==> config.mk <==
export PLATFORM = sky130hd
export DESIGN_NAME = bram_stream_reader
export DESIGN_NICKNAME = d
export VERILOG_FILES = /design/src/rtl/bram_stream_reader_pkg.sv /design/src/rtl/bram_stream_reader_sync_fifo.sv /design/src/rtl/bram_stream_reader.sv
export SDC_FILE = /design/constraint.sdc
export NUM_CORES = 1
export LEC_CHECK = 0
export CAP_MARGIN = 20
export CORE_MARGIN = 4
export CORE_UTILIZATION = 35
export CTS_CLUSTER_DIAMETER = 200
export DETAILED_ROUTE_END_ITERATION = 8
export PLACE_DENSITY_LB_ADDON = 0.12
export SKIP_CTS_REPAIR_TIMING = 1
export SLEW_MARGIN = 10
export SYNTH_ARGS = -nofsm -noshare
export SYNTH_HDL_FRONTEND = slang
export SYNTH_SLANG_ARGS = --single-unit
==> constraint.sdc <==
create_clock -name clk -period 3 [get_ports clk]
set_input_delay 0.3 -clock clk [delete_from_list [all_inputs] [get_ports clk]]
set_output_delay 0.3 -clock clk [all_outputs]
set_load 0.02 [all_outputs]
==> src/rtl/bram_stream_reader_pkg.sv <==
// Shared types and helpers for the BRAM burst stream reader.
// The FSM state encoding and the pointer-width helper are used by the top and its FIFO.
package bram_stream_reader_pkg;

    typedef enum logic [1:0] {
        IDLE  = 2'd0,
        READ  = 2'd1,
        DRAIN = 2'd2
    } state_e;

    // Bits needed to index v entries (v >= 2).
    function automatic int clog2(input int v);
        int r;
        r = 0;
        while ((1 << r) < v) r++;
        return r;
    endfunction

endpackage

==> src/rtl/bram_stream_reader_sync_fifo.sv <==
// Small synchronous FIFO holding captured RAM words plus their end-of-burst flag.
// The head word is read straight from storage flops, so dout_o/valid_o have no input paths.
module sync_fifo
    import bram_stream_reader_pkg::*;
#(
    parameter int WIDTH = 9,
    parameter int DEPTH = 4
) (
    input  logic                   clk,
    input  logic                   rst_n,
    input  logic                   push_i,
    input  logic [WIDTH-1:0]       din_i,
    input  logic                   pop_i,
    output logic [WIDTH-1:0]       dout_o,
    output logic                   valid_o,
    output logic [clog2(DEPTH):0]  count_o
);
    localparam int PW = clog2(DEPTH);
    localparam int CW = PW + 1;
    localparam logic [PW:0] FULL = CW'(DEPTH);

    logic [DEPTH-1:0][WIDTH-1:0] mem_q;
    logic [PW-1:0]               wr_ptr_q;
    logic [PW-1:0]               rd_ptr_q;
    logic [PW:0]                 count_q;
    logic                        do_pop;

    assign do_pop  = pop_i && (count_q != '0);
    assign dout_o  = mem_q[rd_ptr_q];
    assign valid_o = (count_q != '0);
    assign count_o = count_q;

    always_ff @(posedge clk or negedge rst_n) begin
        if (!rst_n) begin
            mem_q    <= '0;
            wr_ptr_q <= '0;
            rd_ptr_q <= '0;
            count_q  <= '0;
        end else begin
            if (push_i) begin
                // The issue logic upstream sizes reads so a push never lands on a full buffer.
                assert (count_q != FULL || do_pop);
                mem_q[wr_ptr_q] <= din_i;
                wr_ptr_q        <= wr_ptr_q + 1'b1;
            end
            if (do_pop) rd_ptr_q <= rd_ptr_q + 1'b1;
            case ({push_i, do_pop})
                2'b10:   count_q <= count_q + 1'b1;
                2'b01:   count_q <= count_q - 1'b1;
                default: count_q <= count_q;
            endcase
        end
    end

endmodule

==> src/rtl/bram_stream_reader.sv <==
// Burst read initiator for a 1-cycle-latency single-port BRAM: issues sequential reads,
// captures the returned words into a small buffer and streams them out over valid/ready.
module bram_stream_reader
    import bram_stream_reader_pkg::*;
#(
    parameter int ADDR_WIDTH = 8,
    parameter int DATA_WIDTH = 8,
    parameter int BUF_DEPTH  = 4
) (
    input  logic                  clk,
    input  logic                  rst_n,
    input  logic                  cmd_valid,
    output logic                  cmd_ready,
    input  logic [ADDR_WIDTH-1:0] cmd_addr,
    input  logic [ADDR_WIDTH:0]   cmd_len,
    output logic                  ram_en,
    output logic                  ram_we,
    output logic [ADDR_WIDTH-1:0] ram_addr,
    output logic [DATA_WIDTH-1:0] ram_di,
    input  logic [DATA_WIDTH-1:0] ram_dout,
    output logic                  out_valid,
    input  logic                  out_ready,
    output logic [DATA_WIDTH-1:0] out_data,
    output logic                  out_last,
    output logic                  busy,
    output logic                  done
);
    localparam int CW = clog2(BUF_DEPTH) + 1;
    localparam int LW = CW + 1;
    localparam logic [ADDR_WIDTH:0] LEN_ONE = {{ADDR_WIDTH{1'b0}}, 1'b1};

    state_e                state_q, state_d;
    logic [ADDR_WIDTH:0]   rem_q, rem_d;
    logic                  ram_en_q, ram_en_d;
    logic [ADDR_WIDTH-1:0] ram_addr_q, ram_addr_d;
    logic                  last_q, last_d;
    logic                  cap_q, cap_last_q;
    logic                  done_q, done_d;

    logic                  fifo_valid;
    logic                  fifo_last;
    logic [DATA_WIDTH-1:0] fifo_data;
    logic [DATA_WIDTH:0]   fifo_dout;
    logic [CW-1:0]         fifo_count;
    logic                  pop;
    logic [LW-1:0]         load;
    logic                  fits;

    assign pop = fifo_valid & out_ready;

    // Worst-case buffer fill if one more read is issued now: words held (minus the one
    // leaving this cycle), the word arriving from the RAM, the read on the port, and the new one.
    assign load = LW'(fifo_count) + LW'(cap_q) + LW'(ram_en_q) + LW'(1) - LW'(pop);
    assign fits = (load <= LW'(BUF_DEPTH));

    always_comb begin
        state_d    = state_q;
        rem_d      = rem_q;
        ram_en_d   = 1'b0;
        ram_addr_d = ram_addr_q;
        last_d     = 1'b0;
        done_d     = 1'b0;
        case (state_q)
            IDLE: begin
                if (cmd_valid) begin
                    if (cmd_len == '0) begin
                        done_d = 1'b1;
                    end else begin
                        state_d    = READ;
                        ram_en_d   = 1'b1;
                        ram_addr_d = cmd_addr;
                        rem_d      = cmd_len - 1'b1;
                        last_d     = (cmd_len == LEN_ONE);
                    end
                end
            end
            READ: begin
                if (rem_q != '0 && fits) begin
                    ram_en_d   = 1'b1;
                    ram_addr_d = ram_addr_q + 1'b1;
                    rem_d      = rem_q - 1'b1;
                    last_d     = (rem_q == LEN_ONE);
                end
                if (rem_d == '0) state_d = DRAIN;
            end
            DRAIN: begin
                if (pop && fifo_last) begin
                    state_d = IDLE;
                    done_d  = 1'b1;
                end
            end
            default: state_d = IDLE;
        endcase
    end

    always_ff @(posedge clk or negedge rst_n) begin
        if (!rst_n) begin
            state_q    <= IDLE;
            rem_q      <= '0;
            ram_en_q   <= 1'b0;
            ram_addr_q <= '0;
            last_q     <= 1'b0;
            cap_q      <= 1'b0;
            cap_last_q <= 1'b0;
            done_q     <= 1'b0;
        end else begin
            state_q    <= state_d;
            rem_q      <= rem_d;
            ram_en_q   <= ram_en_d;
            ram_addr_q <= ram_addr_d;
            last_q     <= last_d;
            cap_q      <= ram_en_q;
            cap_last_q <= last_q;
            done_q     <= done_d;
        end
    end

    sync_fifo #(
        .WIDTH (DATA_WIDTH + 1),
        .DEPTH (BUF_DEPTH)
    ) u_fifo (
        .clk     (clk),
        .rst_n   (rst_n),
        .push_i  (cap_q),
        .din_i   ({cap_last_q, ram_dout}),
        .pop_i   (pop),
        .dout_o  (fifo_dout),
        .valid_o (fifo_valid),
        .count_o (fifo_count)
    );

    assign fifo_last = fifo_dout[DATA_WIDTH];
    assign fifo_data = fifo_dout[DATA_WIDTH-1:0];

    assign cmd_ready = (state_q == IDLE);
    assign busy      = (state_q != IDLE);
    assign done      = done_q;
    assign ram_en    = ram_en_q;
    assign ram_addr  = ram_addr_q;
    assign ram_we    = 1'b0;
    assign ram_di    = '0;
    assign out_valid = fifo_valid;
    assign out_data  = fifo_data;
    assign out_last  = fifo_valid & fifo_last;

endmodule

# --- After elaboration in Yosys (flattened, before gate mapping) ---
# Index checks and enable logic that the tools add are counted.
totals:
  in_bits: 29
  regBits: 67
  output_inout_bits: 31
  elab_cells: 90
op_classes:
  n_bitwise: 2
  add_sub_neg: 11
  n_mux: 32
  magnitude_cmp: 4
  n_reduce_logical: 15
  eq_ne: 11
op_table:
  columns: ["operator", "n"]
  rows:
  - ["9-bit 2-to-1 mux", 6]
  - ["36-bit bitwise mux", 1]
  - ["8-bit 2-to-1 mux", 3]
  - ["9-bit binary-select mux with 2-bit select", 1]
  - ["9-bit demux with 2-bit select", 1]
  - ["9-bit by 1-bit == test with 1-bit output (second input constant)", 2]
  - ["9-bit logical NOT", 2]
  - ["9-bit case mux with 2 select lines", 1]
  - ["9-bit by 1-bit subtractor with 9-bit output (second input constant)", 2]
  - ["8-bit case mux with 2 select lines", 1]
  - ["2-bit != test (second input constant)", 5]
  - ["1-bit 2-to-1 mux", 9]
  - ["9-bit nonzero test", 1]
  - ["8-bit by 1-bit adder with 8-bit output (second input constant)", 1]
  - ["2-bit 2-to-1 mux", 4]
  - ["4-bit AND reduction", 2]
  - ["2-bit by 3-bit < comparator with 1-bit output (second input constant)", 2]
  - ["1-bit case mux with 2 select lines", 3]
  - ["2-bit case mux with 3 select lines", 1]
  - ["3-bit case mux with 2 select lines", 1]
  - ["2-bit nonzero test", 3]
  - ["2-bit by 1-bit adder with 2-bit output (second input constant)", 2]
  - ["3-bit by 1-bit adder with 4-bit output", 1]
  - ["4-bit by 1-bit adder with 4-bit output", 1]
  - ["13 further kinds", 19]

# --- Logic depth before layout (Yosys ltp) ---
logic_depth:
  word_depth: 11
  ltp_mapped: 13
  mapped_depth_nobuf: 12

# --- Hierarchy ---
# Synthesis repeated with hierarchy kept, for this count alone.
hier_totals:
  cells_unflattened: 322
  area_unflattened_um2: 3688.5
modules_own_cells:
  columns: ["module", "n_inst", "cells_per_inst", "area_per_inst_um2"]
  rows:
  - ["sync_fifo", 1, 120, 1935.6]
  - ["bram_stream_reader", 1, 202, 1752.9]

# --- Least setup slack after synthesis ---
# Ideal clock, no wire load.
synth_path:
  path_type: "register to register"
  from: "register u_fifo.count_q[1], in the netlist u_fifo.count_o[1]"
  to: "register rem_q[7]"
  path_stages_with_launch: 13
  n_path_buf: 1
  setup_slack_ns: -0.476
  t_required_ns: 2.872
  t_arrival_ns: 3.348
  setup_ns: 0.128
  period_less_slack_ns: 3.476
  path_cell_list: "dfrtp_1 -> or3_1 -> and2_1 -> fa_1 -> inv_1 -> ha_1 -> fa_1 -> xnor2_1 -> o22ai_1 -> clkbuf_1 -> or4_1 -> o21ai_0 -> a21oi_1"
synth_rtl:
  columns: ["element", "line", "source"]
  rows:
  - ["start: declaration", "bram_stream_reader_sync_fifo.sv:25", "logic [PW:0] count_q;"]
  - ["start signal: assignment", "bram_stream_reader_sync_fifo.sv:48", "2'b10: count_q <= count_q + 1'b1;"]
  - ["start signal: assignment", "bram_stream_reader_sync_fifo.sv:49", "2'b01: count_q <= count_q - 1'b1;"]
  - ["start signal: assignment", "bram_stream_reader_sync_fifo.sv:50", "default: count_q <= count_q;"]
  - ["3-bit nonzero test", "bram_stream_reader_sync_fifo.sv:30", "assign valid_o = (count_q != '0);"]
  - ["net out_valid", "bram_stream_reader.sv:21", "output logic out_valid,"]
  - ["1-bit AND", "bram_stream_reader.sv:49", "assign pop = fifo_valid & out_ready;"]
  - ["4-bit by 1-bit subtractor with 4-bit output", "bram_stream_reader.sv:53", "assign load = LW'(fifo_count) + LW'(cap_q) + LW'(ram_en_q) + LW'(1) - LW'(pop);"]
  - ["4-bit by 3-bit <= comparator with 1-bit output", "bram_stream_reader.sv:54", "assign fits = (load <= LW'(BUF_DEPTH));"]
  - ["1-bit logical AND", "bram_stream_reader.sv:78", "if (rem_q != '0 && fits) begin"]
  - ["9-bit 2-to-1 mux", "bram_stream_reader.sv:78", null]
  - ["9-bit 2-to-1 mux", "bram_stream_reader.sv:63", "case (state_q)"]
  - ["9-bit case mux with 2 select lines", "bram_stream_reader.sv:63", null]
  - ["end signal: assignment", "bram_stream_reader.sv:108", "rem_q <= rem_d;"]
  - ["end: declaration", "bram_stream_reader.sv:33", "logic [ADDR_WIDTH:0] rem_q, rem_d;"]
# The timed path passes the listed nets, and every way through them passes these cells. The select of a mux whose other input is x is not followed.
# A chain may end at the register's enable or synchronous reset.

# --- Worst setup path in the final report ---
layout_path:
  from: "register u_fifo.count_q[0], in the netlist u_fifo.count_o[0]"
  to: "register rem_q[7]"
layout_via:
  elab_chain_cells: 9
layout_rtl:
  columns: ["element", "line"]
  rows:
  - ["3-bit by 1-bit adder with 4-bit output", "bram_stream_reader.sv:53"]
  - ["4-bit by 1-bit adder with 4-bit output (2 in series)", "bram_stream_reader.sv:53"]
  - ["4-bit by 1-bit subtractor with 4-bit output *", "bram_stream_reader.sv:53"]
  - ["4-bit by 3-bit <= comparator with 1-bit output *", "bram_stream_reader.sv:54"]
  - ["1-bit logical AND *", "bram_stream_reader.sv:78"]
  - ["9-bit 2-to-1 mux *", "bram_stream_reader.sv:78"]
  - ["9-bit 2-to-1 mux *", "bram_stream_reader.sv:63"]
  - ["9-bit case mux with 2 select lines *", "bram_stream_reader.sv:63"]
# Every way passes the cells marked *; elsewhere a longest branch is shown, timed or not. The select of a mux whose other input is x is not followed.

==> impl_table.tex <==
\begin{tabular}{lr}
\hline
Metric & Value \\
\hline
\multicolumn{2}{l}{\textbf{Run status}} \\
Outcome & complete, but fails checks \\
Violations in the final reports & setup timing \\
\multicolumn{2}{l}{\textbf{Floorplanning}} \\
Floorplan core area & 10,300 um\^{}2 \\
Die Area & 12,300 um\^{}2 \\
Die Span X & about 110 um \\
Ports placed on the boundary & 60 \\
Cell Rows & 37 \\
Initial standard-cell utilization of the core & 0.359 \\
Y dimension of the die & 111 um \\
\multicolumn{2}{l}{\textbf{Job}} \\
Number of max-cap violations & 0 \\
\multicolumn{2}{l}{\textbf{Clocking}} \\
CTS tree & yes \\
CTS buffer count & 9 \\
Clock Latency Late Sink & 0.34 ns \\
CTS max path bufs & 2 \\
Register clock-pin slew on the reported worst setup and hold paths & 0.08 ns \\
Clock tree root driver cell & clkbuf\_8 \\
H-tree depth & 3 \\
Number of clock sinks & 67 \\
\multicolumn{2}{l}{\textbf{Placement}} \\
Worst slack, placed & -0.220 ns \\
Post-place instance area & 4480 um\^{}2 \\
Half-perimeter wire length after placement & between 6 and 7 mm \\
Buffers on Ports & 50 \\
Final estimated routing congestion in global placement & 0.794 \\
\multicolumn{2}{l}{\textbf{STA}} \\
\# setup viols final & 20 \\
Period Utilization, post-route & 1.06 \\
Setup skew after layout & 0.0139 ns \\
Highest clock rate & roughly 0.32 GHz \\
Hold Fails Final Rpt & 0 \\
Post-layout worst setup margin & -0.166 ns \\
Relative slew slack & 0.419 \\
Post-layout minimum cycle time & 3.17 ns \\
Fin. max-slew vios & 0 \\
Actual slew at the worst max-slew pin & 0.871 ns \\
Setup repair after global routing missed its margin & yes \\
\multicolumn{2}{l}{\textbf{Critical path}} \\
Data required time at the worst endpoint & 3.22 ns \\
Crit-path max FO & 7 \\
Endpoint of the worst register-to-register path & rem\_q[7] \\
Launch instance of the worst register-to-register path & u\_fifo.count\_o[0] \\
Classification of the worst setup path & reg -> reg \\
Endpoint kind of the worst setup timing path & register \\
Depth of the worst register-to-register path & 12 \\
Startpoint type of the worst setup path & register \\
Origin of the worst setup path & u\_fifo.count\_o[0] \\
Minimum setup slack among reg-to-reg paths & -0.17 ns \\
Critical path arrival & about 3.4 ns \\
\multicolumn{2}{l}{\textbf{Global routing}} \\
Gr ovfl total & 0 \\
Vias in the first global route & 2,785 \\
Pin count of the biggest net entering global routing & 68 \\
Overall global routing resource usage & 0.138 \\
Initial antenna violation count & 0 \\
First-pass GRT wire length & 13.9 mm \\
\multicolumn{2}{l}{\textbf{Yosys}} \\
Prevailing post-synth register cell & dfrtp\_1 \\
Area leader, netlist & dfrtp\_1 \\
Fraction of synthesized area in multiplexers & 0.172 \\
Synthesized-area fraction occupied by and/or/nand/nor cells & 0.119 \\
Main combinational cell family by area after synthesis & multiplexers \\
Share of synthesized area occupied by flip-flops and latches & 0.453 \\
Synth async-reset ratio & 1.00 \\
Synthesized instance count & 327 \\
Leading post-synthesis cells by cell area & dfrtp\_1 (45\%), mux2\_2 (11\%), mux4\_2 (5.5\%), ha\_1 (4.1\%), o21ai\_0 (2.4\%) \\
Post-synthesis adder-cell area fraction & 0.0568 \\
Synthesized cell area & 3700 um\^{}2 \\
Total of flip-flops plus latches after synthesis & 67 \\
Synth Area in Compound Gates & 0.122 \\
Top cell type's share of synthesized area & 0.453 \\
Number of enable-type register cells in the synthesized netlist & 0 \\
Post-synthesis average cell area & 11.3 um\^{}2 \\
Yosys synthesis warning count & 0 \\
Number of different library cells in the post-synthesis netlist & 60 \\
Xor/xnor share of the synthesized area & 0.0284 \\
\multicolumn{2}{l}{\textbf{Finish}} \\
Most common cell after layout, fill and taps aside & dfrtp\_1 \\
Post-layout instance area & 4780 um\^{}2 \\
\# diodes & 0 \\
Signed area change from the synthesized netlist to the final layout & 29.1\% \\
Commonest cells after routing, fill and taps aside & dfrtp\_1 (67), clkdlybuf4s50\_1 (49), mux2\_2 (36) \\
Share of layout cells above drive strength 1 & 0.277 \\
Post-layout utilization of the core & 0.463 \\
Final net count & 444 \\
\multicolumn{2}{l}{\textbf{Power and ir drop}} \\
Maximum VDD drop & 0.649 mV \\
Portion of total power attributed to combinational logic & 0.609 \\
Internal power contribution & 3730 uW \\
Power share of the clock group & 0.120 \\
Overall Power & 6390 uW \\
Power Density & approximately 1300 nW/um\^{}2 \\
Sequential group share of total power & 0.271 \\
Fraction of power spent switching nets & 0.416 \\
Leakage power total & 0.00201 uW \\
Switching component of the power & approximately 2700 uW \\
\multicolumn{2}{l}{\textbf{Routing}} \\
Pre-Repair DR Iteration Count & 4 \\
Total detailed-routing wirelength & 8.41 mm \\
ANT nets after route & 0 \\
Average wire per standard cell & roughly 16 um \\
Final routed DRC violation total & 0 \\
Via density & just over 5 \\
Total via count after detailed routing & 2,791 \\
Number of DRC markers in iteration 0 & 98 \\
\multicolumn{2}{l}{\textbf{Min path}} \\
Type of the most critical hold path & in -> async \\
\hline
\end{tabular}
[state kept, by name, indices dropped and copies added (netlist names), 2 cells and up]
register,cells
state_q,2
ram_addr,8
u_fifo.count_o,3
rem_q,9
u_fifo.wr_ptr_q,2
u_fifo.rd_ptr_q,2
u_fifo.mem_q,36
[how the worst max path moves through the flow]
stage | slack [ns] | endpoint | depth (start not counted)
2_1_floorplan | -0.21 | ram_addr[4] | 13
3_3_place_gp | -0.17 | rem_q[7] | 12
3_5_place_dp | -0.22 | rem_q[7] | 12
4_1_cts | -0.24 | rem_q[7] | 12
5_1_grt | -0.28 | rem_q[7] | 12
6_report | -0.17 | rem_q[7] | 12
[power groups by stage]
stage          clock [uW]  sequential, uW  combinational (uW)
5_1_grt               839            1800                4270
2_1_floorplan           0            1660                2410
6_report              763            1730                3890
3_3_place_gp            0            1740                3540
4_1_cts               792            1730                3580
3_5_place_dp            0            1750                3570
[cell usage after synthesis (9+ instances only)]
cell type	count
buf_4	9
nand2_1	23
mux4_2	9
dfrtp_1	67
ha_1	12
inv_1	16
o21ai_0	18
a21oi_1	15
mux2_2	36
nor2_1	13
[critical path, stage by stage (launching register included)]
cell and delay (ns):
dfrtp_1 0.38, or3_4 0.39, and2_4 0.15, fa_1 0.49, inv_2 0.04, ha_4 0.16
fa_2 0.40, xnor2_4 0.21, o22ai_4 0.11, buf_6 0.16, or4_1 0.40, o21ai_1 0.09
a21oi_1 0.07
[cell families after synthesis]
kind of cell,after synthesis
muxes,48
adders and majority gates,15
AOI/OAI and AO/OA,66
other,1
DFF,67
xor gates and xnor gates,12
and+or+nand+nor,82
buffers and inverters,36
[per-stage QoR]
step	hold WS, ns	cells	setup TNS (ns)
after global routing	0.233	541	-4.64
after floorplan	0.00441	335	-1.82
after global placement	0.333	523	-1.86
after CTS	0.194	539	-2.47
final	0.159	541	-2.08
after detailed placement	0.336	523	-2.31
[per-layer routing]
layer,GRT usage,vias to the layer above,part of all wire
li1,-,1338,-
met1,0.174,1353,0.43
met2,0.228,82,0.50
met3,0.0426,18,0.049
met4,0.0402,0,0.023
met5,0,-,0
[layout make-up]
type / instances / area, um^2
fill: 988 / 5540
multi-input combinational: 232 / 1990
sequential: 67 / 1680
timing repair buffer: 73 / 676
tap: 136 / 170
clock buffer: 11 / 141
inverter: 17 / 66.3
clock inverter: 5 / 61.3
No activity file was read; power rests on OpenSTA's default activity.
